[src/rtl/reg_scoreboard_pkg.sv]
// Shared encodings for the register-hazard scoreboard: producer classes,
// pipeline ages and forward-source selects.
package reg_scoreboard_pkg;

  typedef enum logic [1:0] {
    CLS_ALU  = 2'd0,
    CLS_LOAD = 2'd1,
    CLS_MD   = 2'd2,
    CLS_RSV  = 2'd3
  } cls_t;

  localparam logic [1:0] FWD_RF  = 2'd0;
  localparam logic [1:0] FWD_EX  = 2'd1;
  localparam logic [1:0] FWD_MEM = 2'd2;
  localparam logic [1:0] FWD_WB  = 2'd3;

  localparam logic [1:0] AGE_EX  = 2'd0;
  localparam logic [1:0] AGE_MEM = 2'd1;
  localparam logic [1:0] AGE_WB  = 2'd2;

  // The reserved class code behaves exactly like an ALU producer.
  function automatic cls_t norm_class(input logic [1:0] c);
    case (c)
      2'd1:    return CLS_LOAD;
      2'd2:    return CLS_MD;
      default: return CLS_ALU;
    endcase
  endfunction

  function automatic logic [1:0] age_to_fwd(input logic [1:0] age);
    case (age)
      AGE_EX:  return FWD_EX;
      AGE_MEM: return FWD_MEM;
      default: return FWD_WB;
    endcase
  endfunction

endpackage

[src/rtl/reg_scoreboard_sb_entry.sv]
// One architectural register's in-flight writer: pending flag, pipeline age
// and producer class, plus whether its value can be forwarded right now.
module sb_entry
  import reg_scoreboard_pkg::*;
#(
  parameter int LOAD_READY_AGE = 1
) (
  input  logic       clk,
  input  logic       resetn,
  input  logic       write,
  input  cls_t       write_class,
  input  logic       md_idle,
  output logic       pending,
  output logic [1:0] age,
  output logic       ready
);

  localparam logic [1:0] LOAD_AGE = 2'(LOAD_READY_AGE);

  cls_t cls;
  logic md_hold;

  // A mul/div result stays parked in EX until the unit finishes.
  assign md_hold = (cls == CLS_MD) && (age == AGE_EX) && !md_idle;

  always_ff @(posedge clk) begin
    if (!resetn) begin
      pending <= 1'b0;
      age     <= AGE_EX;
      cls     <= CLS_ALU;
    end else if (write) begin
      pending <= 1'b1;
      age     <= AGE_EX;
      cls     <= write_class;
    end else if (pending && !md_hold) begin
      if (age == AGE_WB) begin
        pending <= 1'b0;
      end else begin
        age <= age + 2'd1;
      end
    end
  end

  always_comb begin
    ready = 1'b1;
    case (cls)
      CLS_LOAD: ready = (age >= LOAD_AGE);
      CLS_MD:   ready = md_idle;
      default:  ready = 1'b1;
    endcase
  end

endmodule

[src/rtl/reg_scoreboard.sv]
// ID-stage register-hazard scheduler: tracks writers to $1..$31, picks the
// bypass source per operand, and stalls on unready producers or busy mul/div.
module reg_scoreboard
  import reg_scoreboard_pkg::*;
#(
  parameter int LAT_MD         = 8,
  parameter int LOAD_READY_AGE = 1
) (
  input  logic       clk,
  input  logic       resetn,
  input  logic       id_valid,
  input  logic       id_rs_ren,
  input  logic [4:0] id_rs,
  input  logic       id_rt_ren,
  input  logic [4:0] id_rt,
  input  logic       id_we,
  input  logic [4:0] id_waddr,
  input  logic [1:0] id_class,
  input  logic       flush,
  output logic       stallreq,
  output logic [1:0] fwd_rs_sel,
  output logic [1:0] fwd_rt_sel,
  output logic       md_busy
);

  localparam int              CNT_W   = (LAT_MD > 1) ? $clog2(LAT_MD) : 1;
  localparam logic [CNT_W-1:0] MD_LOAD = CNT_W'(LAT_MD - 1);

  logic [CNT_W-1:0] md_cnt;
  logic             accept;
  logic             md_idle;
  cls_t             id_cls;
  logic [31:0]      pend;
  logic [31:0]      rdy;
  logic [1:0]       age [32];
  logic             rs_hit, rt_hit, rs_hazard, rt_hazard;

  assign id_cls  = norm_class(id_class);
  assign md_idle = (md_cnt == '0);
  assign md_busy = !md_idle;
  assign accept  = id_valid && !stallreq && !flush;

  // $0 is hardwired: never pending, so lookups on it always pick the RF.
  assign pend[0] = 1'b0;
  assign rdy[0]  = 1'b1;
  assign age[0]  = AGE_EX;

  for (genvar r = 1; r < 32; r++) begin : g_entry
    sb_entry #(
      .LOAD_READY_AGE(LOAD_READY_AGE)
    ) u_entry (
      .clk        (clk),
      .resetn     (resetn),
      .write      (accept && id_we && (id_waddr == 5'(r))),
      .write_class(id_cls),
      .md_idle    (md_idle),
      .pending    (pend[r]),
      .age        (age[r]),
      .ready      (rdy[r])
    );
  end

  always_ff @(posedge clk) begin
    if (!resetn) begin
      md_cnt <= '0;
    end else if (accept && (id_cls == CLS_MD)) begin
      md_cnt <= MD_LOAD;
    end else if (!md_idle) begin
      md_cnt <= md_cnt - 1'b1;
    end
  end

  // Selects are computed even when stalling; upstream only uses them on issue.
  always_comb begin
    rs_hit     = id_rs_ren && (id_rs != 5'd0) && pend[id_rs];
    rt_hit     = id_rt_ren && (id_rt != 5'd0) && pend[id_rt];
    rs_hazard  = rs_hit && !rdy[id_rs];
    rt_hazard  = rt_hit && !rdy[id_rt];
    fwd_rs_sel = rs_hit ? age_to_fwd(age[id_rs]) : FWD_RF;
    fwd_rt_sel = rt_hit ? age_to_fwd(age[id_rt]) : FWD_RF;
    stallreq   = id_valid && (md_busy || rs_hazard || rt_hazard);
  end

endmodule

[config.mk]
export PLATFORM = sky130hd
export DESIGN_NAME = reg_scoreboard
export DESIGN_NICKNAME = d
export VERILOG_FILES = /design/src/rtl/reg_scoreboard_pkg.sv /design/src/rtl/reg_scoreboard_sb_entry.sv /design/src/rtl/reg_scoreboard.sv
export SDC_FILE = /design/constraint.sdc
export NUM_CORES = 1
export LEC_CHECK = 0
export ABC_AREA = 1
export CAP_MARGIN = 10
export CORE_AREA = 2 2 154 156
export CTS_BUF_LIST = sky130_fd_sc_hd__clkbuf_16
export DETAILED_ROUTE_END_ITERATION = 16
export DIE_AREA = 0 0 156 158
export PLACE_DENSITY_LB_ADDON = 0.25
export SYNTH_ARGS = -nofsm -noshare
export SYNTH_HDL_FRONTEND = slang
export SYNTH_SLANG_ARGS = --single-unit
export TNS_END_PERCENT = 1
[constraint.sdc]
create_clock -name clk -period 3.3 [get_ports clk]
set_input_delay 0.495 -clock clk [delete_from_list [all_inputs] [get_ports clk]]
set_output_delay 0.495 -clock clk [all_outputs]
set_load 0.01 [all_outputs]
==> reports/metrics.yaml <==
layout:
  drive_gt1_frac: 0.111
  fill_cells: 2145
  antennaDiodeCount: 0
  utilization: 0.638
  num-nets-final: 2138
  synthToLayoutAreaGrowth_pct: 15.6
  multi_input_area_um2: 8150
  seq_area_um2: 3160
  finalNonFillerCells: 2260
cts:
  ctsHoldBuffers: 0
  clkLatencyLatePin_ns: 0.44
  cts.sinks: 158
  tritoncts: "built"
  clk_pin_slew_ns: 0.07
  clockBufferDepth: 2
  numCtsBuffers: 17
  root_buffer: "clkbuf_16"
  cts_max_level: 4
detailed_routing:
  vias_per_cell: 5.59
  drcViolationCount: 0
  routedWlPerCell_um: 19.0
  first_pass_iters: 5
  vias: 12600
  routed_wl_um: 42900
  drt_iter0_markers: 1159
  ant_nets: 0
setup_path:
  end_kind: "primary output"
  cp_slowest_stage_delay_ns: 0.41
  critPathTopFamily: "buffers and inverters"
  crit_chain: "clkdlybuf4s50_1 -> buf_6 -> buf_4 -> nor2_4 -> buf_4 -> buf_4 -> a21oi_1 -> o211ai_1 -> nand3_1 -> nand3_1 -> o21ai_0 -> a21boi_1 -> dlygate4sd2_1"
  start_kind: "primary input"
  crit_fanout: 7
  critPathKind: "in2out"
  slowest_stage: "clkdlybuf4s50_1"
  cp_num_buf_inv: 6
  crit_path_frequent_cell: "buf_4"
  crit_arrival_ns: 2.72
  required_ns: 2.80
logic_synthesis:
  synth_top_area_frac: 0.249
  synth-edff-count: 0
  netlist-cell-type-count: 38
  synthTopCellsByArea: "dfxtp_1 (25%), ha_1 (15%), nand2_1 (13%), inv_1 (8.6%), nor2_1 (6.0%)"
  synth.yosys.seq_area_share: 0.249
  yosys_most_used_dff: "dfxtp_1"
  async_flop_share: 0
  yosysWarnings: 0
  synthCells: 1878
  synth_most_common_cell: "nand2_1"
  syn_area_per_cell_um2: 6.77
  mappedNetlistArea_um2: 12700
  synth.net_count: 2059
  yosys-top-cells-count: "nand2_1 (442), inv_1 (290), nor2_1 (203)"
  yosysTopAreaCell: "dfxtp_1"
  ys_ff_latch: 158
die:
  start_util: 0.552
  ios: 30
  core_area_um2: 23100
  die_y_um: 158
  rows: 56
  fp.dieW_um: 156
  dieArea_um2: 24600
placement:
  place_inst: 2217
  place.gp.congestion: 1.08
  place_ws_ns: -0.464
  dp_hpwl_um: 31600
  portBuffers: 29
timing:
  setup_viol: 0
  fin_crit_sh: 0.975
  fin_worst_skew_ns: 0.0125
  fmax_mhz: 311
  maxSlewHeadroom: 0.474
  tightest_slew_ns: 0.784
  setup_slack_ns: 0.0813
  slew_violations: 0
  fin_crit_ns: 3.22
  hold_viol_final: 0
  hold_slack_ns: 0.469
power_and_ir_drop:
  clockPowerShare: 0.336
  leakage_nw: 6.67
  p_seq_frac: 0.324
  power_density_nw_per_um2: 410
  pwr-share-comb: 0.340
  swShare: 0.378
  power_mw: 6.03
  p_switching_mw: 2.28
  power.ir.vdd_worst_uv: 362
  internal_power_mw: 3.75
outcome:
  status: "finished, final reports clean"
global_routing:
  met2_usage: 0.546
  grt_pass1_wl_um: 65000
  grt_pass1_vias: 12000
  grt_overflow: 0
  top_usage_layer: "met2"
  grt.met3_usage: 0.0766
  grt_use_met1: 0.456
  antenna_found_initial: 0
  grt_max_degree: 94
  grt_usage: 0.346
run:
  maxCapViolCount: 0
hold_path:
  holdCritPathClass: "reg2reg"
layout make-up:
| cell class | instances | share of cell area |
|---|---|---|
| clock inverters | 15 | 0.0101 |
| inverters | 299 | 0.0768 |
| repair buffers | 142 | 0.0907 |
| flip-flops and latches | 158 | 0.215 |
| well taps | 290 | 0.0247 |
| multi-input cells | 1339 | 0.554 |
| clock buffers | 17 | 0.0289 |
power groups by stage:
stage | registers, mW | logic [mW] | clock network [mW]
4_1_cts | 1.95 | 1.70 | 2.04
3_5_place_dp | 1.99 | 1.69 | 0
5_1_grt | 1.96 | 2.11 | 2.12
3_3_place_gp | 1.99 | 1.67 | 0
2_1_floorplan | 1.99 | 1.00 | 0
6_report | 1.95 | 2.05 | 2.03
registers in the layout, summed over array words and instances (netlist names):
| name | flops |
|---|---|
| g_entry.u_entry.age | 62 |
| g_entry.u_entry.cls | 62 |
| g_entry.u_entry.pending | 31 |
| md_cnt | 3 |
timing repair:
action                     in CTS  in global routing
setup endpoints to repair       5                  4
resized for setup              15                 33
gates cloned                    1                  2
setup buffers                   1                  7
pin swaps                       2                  4
metrics by stage:
step	instance area (um2)	TNS (ns)
final	14700	0
after global routing	14700	-0.0101
after CTS	14500	-0.213
after detailed placement	13900	-8.80
after global placement	13900	-8.15
after floorplan	12700	0
metal layers:
metal / routed length, um / share of wire / vias up
met2: 18600 / 0.43 / 498
met1: 18900 / 0.44 / 5815
met3: 3810 / 0.089 / 99
met5: 0 / 0 / -
li1: - / - / 6223
met4: 1600 / 0.037 / 0
cell families after synthesis:
group,share of synthesized area
and+or+nand+nor,0.344
buffers and inverters,0.120
AOI/OAI and AO/OA,0.111
DFF,0.249
adders and majority gates,0.154
xor gates and xnor gates,0.0220
path summary, 6_finish.rpt:
path                               from  cells after the start  slack, ns                          to
max                            id_rt[0]                     13       0.08               fwd_rt_sel[0]
min          g_entry[7].u_entry.pending                      2       0.47  g_entry[7].u_entry.pending
max reg2reg                   md_cnt[1]                     23       0.26   g_entry[5].u_entry.cls[1]
min reg2reg  g_entry[7].u_entry.pending                      2       0.47  g_entry[7].u_entry.pending
placed cells by master (no fill, tap or decap), drive strengths merged, types with 32 or more instances in the layout:
master / instances
nand3: 102
xor2: 32
inv: 306
o21ai: 90
nor2: 209
dfxtp: 158
nand4: 115
a21oi: 110
nand2: 444
ha: 157
buf: 113
worst min-delay path, delay by kind of cell (launching register included):
kind,cells,cell delay [ns]
AO/OA/AOI/OAI,1,0.05
AND/OR/NAND/NOR,1,0.06
flip-flops,1,0.31
Power figures use the tool's default switching activity.
